[src/rtl/mux2a1_l2_if.sv]
// rtl/mux2a1_l2_if.sv - lane inputs and serialized stream outputs of the 2:1 L2 serializer
interface mux2a1_l2_if #(
   parameter int WIDTH = 8
);
   logic             valid0;
   logic [WIDTH-1:0] data_in0;
   logic             valid1;
   logic [WIDTH-1:0] data_in1;
   logic             phase_out;
   logic             valid_out;
   logic [WIDTH-1:0] data_out;
   logic             lane_out;
   logic [7:0]       word_count;
   logic             overrun;

   modport master (
      output valid0, data_in0, valid1, data_in1,
      input  phase_out, valid_out, data_out, lane_out, word_count, overrun
   );

   modport slave (
      input  valid0, data_in0, valid1, data_in1,
      output phase_out, valid_out, data_out, lane_out, word_count, overrun
   );
endinterface

[src/rtl/mux2a1_l2.sv]
// rtl/mux2a1_l2.sv - 2:1 serializer: captures two lanes on phase 0, emits lane0 then lane1
module mux2a1_l2 #(
   parameter int WIDTH = 8
) (
   input  logic        clk_4f,
   input  logic        reset_L,
   mux2a1_l2_if.slave  bus
);
   logic             phase_q, phase_d;
   logic [WIDTH-1:0] hold0_q, hold0_d;
   logic [WIDTH-1:0] hold1_q, hold1_d;
   logic             hv0_q, hv0_d;
   logic             hv1_q, hv1_d;
   logic [WIDTH-1:0] data_out_q, data_out_d;
   logic             valid_out_q, valid_out_d;
   logic             lane_out_q, lane_out_d;
   logic [7:0]       word_count_q, word_count_d;
   logic             overrun_q, overrun_d;

   logic [WIDTH-1:0] slot_data;
   logic             slot_valid;

   always_comb begin
      phase_d      = ~phase_q;
      hold0_d      = hold0_q;
      hold1_d      = hold1_q;
      hv0_d        = hv0_q;
      hv1_d        = hv1_q;
      overrun_d    = overrun_q;
      data_out_d   = data_out_q;
      word_count_d = word_count_q;
      slot_data    = hold0_q;
      slot_valid   = hv0_q;
      lane_out_d   = 1'b0;
      if (!phase_q) begin
         // Slot reads the old hold1 before it is overwritten: no bypass path.
         slot_data  = hold1_q;
         slot_valid = hv1_q;
         lane_out_d = 1'b1;
         hold0_d    = bus.data_in0;
         hv0_d      = bus.valid0;
         hold1_d    = bus.data_in1;
         hv1_d      = bus.valid1;
      end else if (bus.valid0 || bus.valid1) begin
         overrun_d = 1'b1;
      end
      valid_out_d = slot_valid;
      if (slot_valid) begin
         data_out_d   = slot_data;
         word_count_d = word_count_q + 8'd1;
      end
   end

   always_ff @(posedge clk_4f) begin
      if (!reset_L) begin
         phase_q      <= 1'b0;
         hold0_q      <= '0;
         hold1_q      <= '0;
         hv0_q        <= 1'b0;
         hv1_q        <= 1'b0;
         data_out_q   <= '0;
         valid_out_q  <= 1'b0;
         lane_out_q   <= 1'b0;
         word_count_q <= 8'd0;
         overrun_q    <= 1'b0;
      end else begin
         phase_q      <= phase_d;
         hold0_q      <= hold0_d;
         hold1_q      <= hold1_d;
         hv0_q        <= hv0_d;
         hv1_q        <= hv1_d;
         data_out_q   <= data_out_d;
         valid_out_q  <= valid_out_d;
         lane_out_q   <= lane_out_d;
         word_count_q <= word_count_d;
         overrun_q    <= overrun_d;
      end
   end

   assign bus.phase_out  = phase_q;
   assign bus.valid_out  = valid_out_q;
   assign bus.data_out   = data_out_q;
   assign bus.lane_out   = lane_out_q;
   assign bus.word_count = word_count_q;
   assign bus.overrun    = overrun_q;
endmodule

[src/flat_wrapper.sv]
// flat-port wrapper written by rule: the top's interface ports become plain ports
module mux2a1_l2_flat 
#(
   parameter int WIDTH = 8
)
  (clk_4f, reset_L, bus_valid0, bus_data_in0, bus_valid1, bus_data_in1, bus_phase_out, bus_valid_out, bus_data_out, bus_lane_out, bus_word_count, bus_overrun);
  mux2a1_l2_if #(.WIDTH(WIDTH)) bus_i ();
  input  logic clk_4f;
  input  logic reset_L;
  input wire logic [$bits(bus_i.valid0)-1:0] bus_valid0;
  input wire logic [$bits(bus_i.data_in0)-1:0] bus_data_in0;
  input wire logic [$bits(bus_i.valid1)-1:0] bus_valid1;
  input wire logic [$bits(bus_i.data_in1)-1:0] bus_data_in1;
  output wire logic [$bits(bus_i.phase_out)-1:0] bus_phase_out;
  output wire logic [$bits(bus_i.valid_out)-1:0] bus_valid_out;
  output wire logic [$bits(bus_i.data_out)-1:0] bus_data_out;
  output wire logic [$bits(bus_i.lane_out)-1:0] bus_lane_out;
  output wire logic [$bits(bus_i.word_count)-1:0] bus_word_count;
  output wire logic [$bits(bus_i.overrun)-1:0] bus_overrun;
  assign bus_i.valid0 = bus_valid0;
  assign bus_i.data_in0 = bus_data_in0;
  assign bus_i.valid1 = bus_valid1;
  assign bus_i.data_in1 = bus_data_in1;
  assign bus_phase_out = bus_i.phase_out;
  assign bus_valid_out = bus_i.valid_out;
  assign bus_data_out = bus_i.data_out;
  assign bus_lane_out = bus_i.lane_out;
  assign bus_word_count = bus_i.word_count;
  assign bus_overrun = bus_i.overrun;
  mux2a1_l2 #(.WIDTH(WIDTH)) u_core (.clk_4f(clk_4f), .reset_L(reset_L), .bus(bus_i));
endmodule
[config.mk]
export PLATFORM = sky130hd
export DESIGN_NAME = mux2a1_l2_flat
export DESIGN_NICKNAME = d
export VERILOG_FILES = /design/src/rtl/mux2a1_l2_if.sv /design/src/rtl/mux2a1_l2.sv /design/src/flat_wrapper.sv
export SDC_FILE = /design/constraint.sdc
export NUM_CORES = 1
export LEC_CHECK = 0
export BUFFER_PORTS_ARGS = -buffer_cell sky130_fd_sc_hd__buf_4
export CAP_MARGIN = 20
export CORE_MARGIN = 8
export CORE_UTILIZATION = 45
export CTS_CLUSTER_SIZE = 10
export DETAILED_ROUTE_END_ITERATION = 8
export GPL_ROUTABILITY_DRIVEN = 1
export PLACE_DENSITY = 0.68
export SYNTH_ARGS = -nofsm -noshare
export SYNTH_HDL_FRONTEND = slang
export SYNTH_SLANG_ARGS = --single-unit
[constraint.sdc]
create_clock -name clk_4f -period 1.4 [get_ports clk_4f]
set_input_delay 0 -clock clk_4f [delete_from_list [all_inputs] [get_ports clk_4f]]
set_output_delay 0 -clock clk_4f [all_outputs]
set_load 0.05 [all_outputs]
==> results of run 1 <==
## registers in the layout (all words and copies together), names as in the netlist
name / cells
u_core.hv1_q: 1
u_core.hold0_q: 8
u_core.hold1_q: 8
u_core.hv0_q: 1
u_core.bus.lane_out: 1
u_core.bus.word_count: 8
u_core.bus.data_out: 8
u_core.bus.overrun: 1
u_core.bus.valid_out: 1
## kinds of logic (layout without fill, tap and decap cells)
| kind of cell | count (synthesis) | count (layout) | synth area share [%] |
|---|---|---|---|
| XOR/XNOR | 1 | 1 | 0.6136 |
| adder cells (fa/ha/maj) | 1 | 1 | 0.8763 |
| AO/OA/AOI/OAI | 23 | 23 | 9.991 |
| multiplexers | 28 | 28 | 19.72 |
| AND/OR/NAND/NOR | 42 | 42 | 12.71 |
| buffers and inverters | 12 | 73 | 4.206 |
| flip-flops | 37 | 37 | 51.88 |
## layout by cell type, fill, tap and decap left out
master	count
nand3_1	2
a21oi_1	5
dlygate4sd3_1	18
ha_1	1
xnor2_1	1
o21ai_0	2
buf_4	44
dfxtp_2	6
dfxtp_1	30
o21ai_1	2
a211oi_1	8
o31ai_1	3
clkbuf_8	2
dfxtp_4	1
nor2_1	29
mux2_2	1
clkbuf_4	5
inv_1	2
nand4_1	1
nand2_1	4
or3_1	3
mux2i_1	27
or4_4	3
a21oi_2	3
inv_2	1
clkinv_2	1
## layer usage
| metal | vias up | GRT usage (%) | wire, um |
|---|---|---|---|
| met5 | - | 0 | 0 |
| met4 | 0 | 5.442 | 31 |
| met3 | 5 | 6.474 | 250 |
| met2 | 30 | 19.76 | 1505 |
| met1 | 543 | 14.04 | 1310 |
| li1 | 625 | - | - |
## final cells by class
| type | count | area (um^2) | share of cell area, % |
|---|---|---|---|
| Clock inverter | 1 | 5.005 | 0.2443 |
| Sequential cell | 37 | 752.0 | 36.71 |
| Inverter | 3 | 11.26 | 0.5498 |
| Multi-Input combinational cell | 95 | 649.4 | 31.70 |
| Timing Repair Buffer | 62 | 510.5 | 24.92 |
| Tap cell | 44 | 55.05 | 2.688 |
| Clock buffer | 7 | 65.06 | 3.177 |
## power breakdown
group	switching (mW)	internal [mW]	leakage, nW
Combinational	0.256	0.199	0.516
Clock	0.345	0.291	0.0413
Sequential	0.0376	1.12	0.308
Total	0.639	1.61	0.865
## repair_timing
action,in CTS,in global routing
endpoints found under the hold margin,19,0
hold buffers,18,0
buffers inserted,0,3
setup endpoints to repair,0,3
gates resized for setup,0,6
## worst max-delay path, cell delays in order (launching register included)
cell and delay (ps):
dfxtp_4 380, mux2i_1 110, buf_4 170, or4_4 510, a21oi_2 120
## final timing paths
path,startpoint,end,slack [ps],cells past startpoint
hold / removal,reset_L,u_core.bus.lane_out$_SDFF_PN0_,150,3
setup reg to reg,u_core.bus.lane_out$_SDFF_PN0_,u_core.bus.word_count[7]$_SDFFE_PN0P_,60,4
hold reg to reg,u_core.bus.overrun$_SDFFE_PN0P_,u_core.bus.overrun$_SDFFE_PN0P_,460,2
setup / recovery,u_core.bus.lane_out$_SDFF_PN0_,u_core.bus.word_count[7]$_SDFFE_PN0P_,60,4
## per-stage QoR
| stage | cells | worst slack, ps | area, um^2 | util [%] | hold WS [ps] |
|---|---|---|---|---|---|
| 4_1_cts | 246 | 11.26 | 2003 | 66.16 | 132.5 |
| 5_1_grt | 249 | -5.807 | 2048 | 67.64 | 181.0 |
| 3_5_place_dp | 220 | 46.54 | 1753 | 57.89 | 237.3 |
| 2_1_floorplan | 144 | -17.08 | 1439 | - | 143.9 |
| 6_report | 249 | 55.81 | 2048 | 67.64 | 154.9 |
| 3_3_place_gp | 220 | 82.50 | 1753 | 57.89 | 231.6 |
==> key figures, run 1 <==
Timing
  – Max Slew Vio Count: 0
  – Rel. slew slack: around three fifths
  – Period utilization: a little over nine tenths
  – Max Freq: between 0.7 and 0.8 GHz
  – Setup TNS: 0 ps
  – Period minus WS final: between 1000 and 1500 ps
  – Worst slew pin tran: roughly 630 ps
  – Final-report hold violation count: 0
  – Final setup vio count: 0
  – Worst clock skew: ~12 ps

CTS
  – CTS Root Cell: clkbuf_4
  – CTS H-tree lvls: 2
  – TritonCTS Buffers: 5
  – Clk Latency, worst-skew pair: between 300 and 400 ps
  – Reg clk slew, reported paths: 110 ps
  – Sink count of the clock tree: 37
  – Clock tree from TritonCTS: done
  – Maximum clock path buffer count: 2

Placement
  – HPWL Detailed: between 2000 and 2500 um
  – Number of I/O port buffers: 39
  – Routability Congestion: 0.7165

Die
  – Die ar.: 0.005231 mm^2
  – Core ar.: 0.003028 mm^2
  – Initial Util: around 47%
  – Row count: 20
  – Height of the chip: approximately 72 um
  – DIE WIDTH: between 70 and 80 um
  – Ports: 40

Routing
  – Length of the first detailed-routing pass in iterations: 4
  – Routed Antenna Nets: 0
  – Vias per cell: a little under 5
  – Final wirelength: 3097 um
  – Vias: approximately 1200
  – First DRT Iteration DRCs: 95
  – WL/cell: between 10 and 15 um
  – DRC: 0

Cells and area
  – Total inserted antenna cells: 0
  – Fillers: around 230
  – Area added between synthesis and finish: 43.47%
  – Share of cells above drive strength 1: 32.68%
  – Layout Nets: 225

Worst setup path
  – Worst EP arrival: approximately 1600 ps
  – Critical Path End Type: register
  – Setup crit start kind: register
  – Crit path required time: ~1700 ps
  – Crit path max fanout: 11
  – Crit Path Class: register to register

Global routing
  – Grt ovf: 0
  – Largest net degree at the start of global routing: 38
  – Total GRT Usage: 12.65%
  – First-pass GRT wire length: 5285 um
  – Initial antenna violation count: 0
  – Vias in the first global route: between 1000 and 1500

Power and ir drop
  – Power Density: about 1100 mW/mm^2
  – Worst VDD drop: 0.7001 mV
  – Leakage power: between 0.8 and 0.9 nW
  – Total power draw: roughly 2.2 mW

Synth
  – Synth area leaders: dfxtp_1 (52%), mux2i_1 (19%), nor2_1 (7.6%)
  – Register area share after synthesis: ~52%
  – Most frequent cell after synthesis: dfxtp_1
  – Yosys warns: 0
  – Yosys cell types: 21
  – Post-synthesis cell type with the largest combined area: dfxtp_1
  – Cells after Synth: 144
  – Post-synth EDFFs: 0
  – Most used DFF post-synth: dfxtp_1
  – Mapped Area: about 0.0014 mm^2
  – Total nets after synthesis: approximately 170
  – Yosys reg bits: 37
  – Async S/R FF share, synth: 0%
  – Commonest cells in the netlist: dfxtp_1 (37), nor2_1 (29), mux2i_1 (27), a211oi_1 (8), a21oi_1 (8)
  – Area share of the largest cell type after synthesis: between 50% and 60%
  – Synthesized area per cell: about 9.9 um^2

Min path
  – Hold crit path type: primary input to register

Run status
  – Status: finished, final reports clean

Job
  – Max Cap Viol: 0
(Power assumes the default switching activity.)
==> run 2, diff against run 1 <==
--- a/config.mk
+++ b/config.mk
@@ -12,7 +12,7 @@
 export CTS_CLUSTER_SIZE = 10
 export DETAILED_ROUTE_END_ITERATION = 8
 export GPL_ROUTABILITY_DRIVEN = 1
-export PLACE_DENSITY = 0.68
+export PLACE_DENSITY = 0.71
 export SYNTH_ARGS = -nofsm -noshare
 export SYNTH_HDL_FRONTEND = slang
 export SYNTH_SLANG_ARGS = --single-unit
==> constraint.sdc (replaced) <==
create_clock -name clk_4f -period 1.2 [get_ports clk_4f]
set_input_delay 0 -clock clk_4f [delete_from_list [all_inputs] [get_ports clk_4f]]
set_output_delay 0 -clock clk_4f [all_outputs]
set_load 0.05 [all_outputs]
==> run 2 against run 1 <==
The flow now finishes with violations (negative setup slack). Final cell count up 5.2%. Sequential share of layout area down 4.3 points. Non-clock buffer count up 10. Clock-buffer cell count unchanged. Clock power up 42%. Critical endpoint is now u_core.bus.word_count[6]$_SDFFE_PN0P_.
==> key figures, run 2 (same netlist as run 1, synthesis figures left out) <==
Global routing
  – Vias in the first global route: 1304 (+9.9%)
  – First-pass GRT wire length: 6113 um (+16%)
  – Total GRT Usage: 15.01% (+2.4 points)
  – Initial antenna violation count: 0 (unchanged)
  – Grt ovf: 0 (unchanged)
  – Largest net degree at the start of global routing: 24 (-37%)

Worst setup path
  – Crit Path Class: register to register
  – Setup crit start kind: register
  – Worst EP arrival: 1570 ps (-60 ps)
  – Crit path max fanout: 4 (-7)
  – Crit path required time: 1470 ps (-210 ps)
  – Critical Path End Type: register

Cells and area
  – Layout Nets: 238 (+5.8%)
  – Multi-input logic area: 802.0 um^2 (+24%)
  – Fillers: 206 (-9.3%)
  – Area added between synthesis and finish: 64.42%
  – Final Util: 77.52% (+9.9 points)
  – Share of cells above drive strength 1: 44.95% (+12 points)
  – Total inserted antenna cells: 0 (unchanged)
  – Most frequent cells in the layout: buf_4 (48), dfxtp_1 (29), mux2i_1 (26), nor2_1 (26), dlygate4sd3_1 (18)
  – Commonest non-fill, non-tap cell in the layout: buf_4
  – Total area of sequential cells: 760.7 um^2 (+1.2%)

Routing
  – WL/cell: 15.25 um (+23%)
  – DRC: 0 (unchanged)
  – Routed Antenna Nets: 0 (unchanged)
  – Vias: 1316 (+9.4%)
  – First DRT Iteration DRCs: 62 (-35%)
  – Length of the first detailed-routing pass in iterations: 4 (unchanged)
  – Vias per cell: 5.023 (+4.0%)
  – Final wirelength: 3996 um (+29%)

Timing
  – PnR worst setup slack: -93.65 ps (-149.5 ps)
  – Period utilization: 107.8% (+12 points)
  – Final-report hold violation count: 0 (unchanged)
  – Worst clock skew: 4.703 ps (-6.920 ps)
  – Max Freq: 0.7730 GHz (+3.9%)
  – Worst slew pin tran: 308.3 ps (-320.0 ps)
  – Final setup vio count: 9 (+9)
  – RSZ-0062 raised after global routing: yes
  – Period minus WS final: 1294 ps (-50.54 ps)
  – Rel. slew slack: 79.42% (+21 points)
  – Max Slew Vio Count: 0 (unchanged)
  – Setup TNS: -364.0 ps (-364.0 ps)

Power and ir drop
  – Leakage power: 0.9703 nW (+12%)
  – Total power draw: 2.920 mW (+30%)
  – Power Density: 1244 mW/mm^2 (+13%)
  – Worst VDD drop: 1.297 mV (+85%)

Run status
  – Failing checks: negative setup slack
  – Status: finished, violations left

Placement
  – Routability Congestion: 0.7122 (-0.60%)
  – HPWL Detailed: 2347 um (+12%)
  – Dpl ws: -90.79 ps (-137.3 ps)
  – Number of I/O port buffers: 39 (unchanged)

CTS
  – CTS Root Cell: clkbuf_4
  – Sink count of the clock tree: 37 (unchanged)
  – Reg clk slew, reported paths: 110 ps (about the same)
  – TritonCTS Buffers: 5 (unchanged)
  – Clk Latency, worst-skew pair: 330 ps (about the same)
  – CTS H-tree lvls: 2 (unchanged)
  – Maximum clock path buffer count: 2 (unchanged)
  – Clock tree from TritonCTS: done

Die
  – Height of the chip: 72.33 um (unchanged)
  – Die ar.: 0.005231 mm^2 (unchanged)
  – DIE WIDTH: 72.33 um (unchanged)
  – Core ar.: 0.003028 mm^2 (unchanged)
  – Ports: 40 (unchanged)
  – Initial Util: 47.15% (unchanged)
  – Row count: 20 (unchanged)

Job
  – Max Cap Viol: 0 (unchanged)

Min path
  – Hold crit path type: primary input to register
==> run 2: stage by stage <==
| step | hold WS, ps | std cells | cell area [um^2] |
|---|---|---|---|
| 4_1_cts | 10.60 | 261 | 2286 |
| 6_report | 20.38 | 262 | 2347 |
| 3_3_place_gp | 230.1 | 230 | 1904 |
| 2_1_floorplan | 143.9 | 144 | 1518 |
| 5_1_grt | 18.90 | 262 | 2347 |
| 3_5_place_dp | 240.4 | 230 | 1904 |
==> run 2: timing repair <==
action,in CTS,in global routing
endpoints found under the setup margin,17,19
hold endpoints to repair,19,0
cloned,3,0
setup buffers,2,1
hold buffers,18,0
pin swaps,10,8
gates resized for setup,15,14
==> run 2: layout make-up <==
cell class,instances,area share [%]
repair buffers,72,26.97
well taps,44,2.345
inverters,3,0.4797
multi-input cells,98,34.17
clock inverters,1,1.279
flip-flops and latches,37,32.41
clock buffers,7,2.345
==> run 2: report_power, final <==
part           internal [mW]  switching (mW)
logic                  0.309           0.353
registers               1.30          0.0562
clock network          0.498           0.402
==> run 2: per-layer routing <==
metal	up-vias	routed length, um	GRT usage [%]
li1	661	-	-
met1	622	1536	15.28
met2	31	2254	26.98
met3	2	186	4.683
met4	0	19	7.256
met5	-	0	0
==> run 2: final timing paths <==
kind	start	to	slack [ps]	cells after the start
setup / recovery	u_core.bus.word_count[1]$_SDFFE_PN0P_	u_core.bus.word_count[6]$_SDFFE_PN0P_	-90	4
hold / removal	reset_L	u_core.hold0_q[2]$_SDFFE_PN0N_	20	3
setup reg to reg	u_core.bus.word_count[1]$_SDFFE_PN0P_	u_core.bus.word_count[6]$_SDFFE_PN0P_	-90	4
hold reg to reg	u_core.bus.overrun$_SDFFE_PN0P_	u_core.bus.overrun$_SDFFE_PN0P_	460	2
==> run 2: worst max-delay path, stage by stage, from the launching register on <==
cell and delay (ps):
dfxtp_4 420, ha_4 150, nand3_2 90, or4_4 430, a21oi_2 140
==> run 3, diff against run 2 <==
--- a/config.mk
+++ b/config.mk
@@ -6,7 +6,7 @@
 export NUM_CORES = 1
 export LEC_CHECK = 0
 export BUFFER_PORTS_ARGS = -buffer_cell sky130_fd_sc_hd__buf_4
-export CAP_MARGIN = 20
+export CAP_MARGIN = 40
 export CORE_MARGIN = 8
 export CORE_UTILIZATION = 45
 export CTS_CLUSTER_SIZE = 10
==> constraint.sdc (replaced) <==
create_clock -name clk_4f -period 1.09 [get_ports clk_4f]
set_input_delay 0 -clock clk_4f [delete_from_list [all_inputs] [get_ports clk_4f]]
set_output_delay 0 -clock clk_4f [all_outputs]
set_load 0.05 [all_outputs]
==> run 3 against run 2 <==
The run still ends with negative setup slack left. Critical path depth shrank 1. Non-clock buffer count grew 5. Utilization grew 0.083 points. First-iteration DRC count shrank 15%. Power grew 3.9%. Critical path type unchanged. Largest power group unchanged. Die area is the same. Combinational power grew 10%.
==> key figures, run 3 (same netlist as run 1, synthesis figures left out) <==
Run status
  – Status: finished, violations left
  – Failing checks: negative setup slack

Power and ir drop
  – Part of the power in registers: 49.0% (+2.4 points)
  – P_sw: 0.8867 mW (+9.4%)
  – Power Density: 1291 mW/mm^2 (+3.7%)
  – P_int: 2.146 mW (+1.7%)
  – Total power draw: 3.033 mW (+3.9%)
  – Combinational share of power: 24.0% (+1.4 points)
  – Worst VDD drop: 1.054 mV (-19%)
  – Leakage power: 0.9862 nW (+1.6%)
  – Sw frac: 29.24% (+1.5 points)
  – Clock Power Share: 26.9% (-3.9 points)

Min path
  – Hold crit path type: primary input to register

Worst setup path
  – Max stage delay on crit path: 520 ps (+90 ps)
  – Crit path required time: 1360 ps (-110 ps)
  – CP top delay family: simple AND/OR/NAND/NOR gates
  – Critical Path End Type: register
  – Slowest cell on crit path: or4_1
  – Crit Path Class: register to register
  – Crit path max fanout: 8 (+4)
  – CP Cell Sequence: mux2i_4 > or4_1 > a21oi_1
  – Worst EP arrival: 1560 ps (about the same)
  – Setup crit start kind: register
  – Buf/Inv on CP: 0 (unchanged)

Timing
  – Max Freq: 0.7737 GHz (about the same)
  – Worst clock skew: 12.96 ps (+8.259 ps)
  – Max Slew Vio Count: 0 (unchanged)
  – RSZ-0062 raised after global routing: yes
  – Final setup vio count: 35 (+26)
  – Final-report hold violation count: 0 (unchanged)
  – PnR worst setup slack: -202.5 ps (-108.9 ps)
  – Period utilization: 118.6% (+11 points)
  – Rel. slew slack: 83.55% (+4.1 points)
  – Setup TNS: -3204 ps (-2840 ps)
  – Worst slew pin tran: 241.5 ps (-66.77 ps)
  – Period minus WS final: 1293 ps (-1.139 ps)

Cells and area
  – Most frequent cells in the layout: buf_4 (54), dfxtp_1 (29), nor2_1 (27)
  – Final Util: 77.60% (+0.083 points)
  – Fillers: 200 (-2.9%)
  – Area added between synthesis and finish: 64.59%
  – Total inserted antenna cells: 0 (unchanged)
  – Share of cells above drive strength 1: 42.60% (-2.4 points)
  – Layout Nets: 243 (+2.1%)
  – Finished Layout Cells: 267 (+1.9%)
  – Commonest non-fill, non-tap cell in the layout: buf_4

Global routing
  – Initial antenna violation count: 0 (unchanged)
  – Vias in the first global route: 1361 (+4.4%)
  – First-pass GRT wire length: 6361 um (+4.1%)
  – Largest net degree at the start of global routing: 23 (-4.2%)
  – Total GRT Usage: 15.34% (+0.34 points)
  – Grt ovf: 0 (unchanged)

Die
  – Row count: 20 (unchanged)
  – Height of the chip: 72.33 um (unchanged)
  – DIE WIDTH: 72.33 um (unchanged)
  – Die ar.: 0.005231 mm^2 (unchanged)
  – Ports: 40 (unchanged)
  – Initial Util: 47.15% (unchanged)
  – Core ar.: 0.003028 mm^2 (unchanged)

Routing
  – Final wirelength: 3848 um (-3.7%)
  – Length of the first detailed-routing pass in iterations: 4 (unchanged)
  – WL/cell: 14.41 um (-5.5%)
  – DRC: 0 (unchanged)
  – First DRT Iteration DRCs: 53 (-15%)
  – Routed Antenna Nets: 0 (unchanged)
  – Vias per cell: 5.015 (-0.16%)
  – Vias: 1339 (+1.7%)

CTS
  – Reg clk slew, reported paths: 120 ps (about the same)
  – CTS Root Cell: clkbuf_4
  – Clock tree from TritonCTS: done
  – Maximum clock path buffer count: 2 (unchanged)
  – CTS H-tree lvls: 2 (unchanged)
  – TritonCTS Buffers: 5 (unchanged)
  – Sink count of the clock tree: 37 (unchanged)
  – Clk Latency, worst-skew pair: 340 ps (about the same)

Placement
  – DP Cell Count: 234 (+1.7%)
  – Routability Congestion: 0.7602 (+6.7%)
  – Dpl ws: -187.2 ps (-96.42 ps)
  – HPWL Detailed: 2372 um (+1.1%)
  – Number of I/O port buffers: 39 (unchanged)

Job
  – Max Cap Viol: 0 (unchanged)
-- run 3: final cells by class --
| cell class | count | area (um^2) | area share, % |
|---|---|---|---|
| multi-input cells | 98 | 775.7 | 33.01 |
| flip-flops and latches | 37 | 765.7 | 32.59 |
| well taps | 44 | 55.05 | 2.343 |
| repair buffers | 77 | 671.9 | 28.59 |
| clock buffers | 7 | 65.06 | 2.769 |
| inverters | 3 | 11.26 | 0.4792 |
| clock inverters | 1 | 5.005 | 0.2130 |
-- run 3: tightest hold or removal path: stages --
cell and delay, ps:
buf_4 80, inv_2 30, buf_4 180, nor2_1 110
-- run 3: per-layer routing --
layer / track usage, % / part of all wire, % / vias up
li1: - / - / 665
met1: 17.29 / 43 / 631
met2: 25.98 / 50 / 37
met3: 5.785 / 5.7 / 6
met4: 4.762 / 1.1 / 0
met5: 0 / 0 / -
-- run 3: stage by stage --
stage | hold WS, ps | area [um^2]
floorplan | 143.9 | 1533
global placement | 230.4 | 1922
detailed placement | 242.7 | 1922
CTS | 71.65 | 2317
global route | 83.82 | 2350
finish | 90.03 | 2350
-- run 3: worst paths after layout --
kind	start	end	slack, ps	cells past startpoint
setup reg to reg	u_core.bus.lane_out$_SDFF_PN0_	u_core.bus.word_count[7]$_SDFFE_PN0P_	-200	3
hold reg to reg	u_core.bus.overrun$_SDFFE_PN0P_	u_core.bus.overrun$_SDFFE_PN0P_	480	2
setup / recovery	u_core.bus.lane_out$_SDFF_PN0_	u_core.bus.word_count[7]$_SDFFE_PN0P_	-200	3
hold / removal	reset_L	u_core.hold1_q[2]$_SDFFE_PN0N_	90	4
-- run 3: timing repair --
item	4_1_cts	5_1_grt
endpoints found under the setup margin	18	36
pin swaps	8	0
endpoints found under the hold margin	19	0
buffers inserted	4	0
hold buffers	18	0
gates cloned	3	0
resized for setup	19	7
-- run 3: power by group through the flow --
stage	Sequential [mW]	Combinational, mW	Clock, mW
finish	1.49	0.729	0.816
global route	1.50	0.779	0.887
detailed placement	1.52	0.591	0
CTS	1.49	0.723	0.832
floorplan	1.65	0.275	0
global placement	1.51	0.577	0
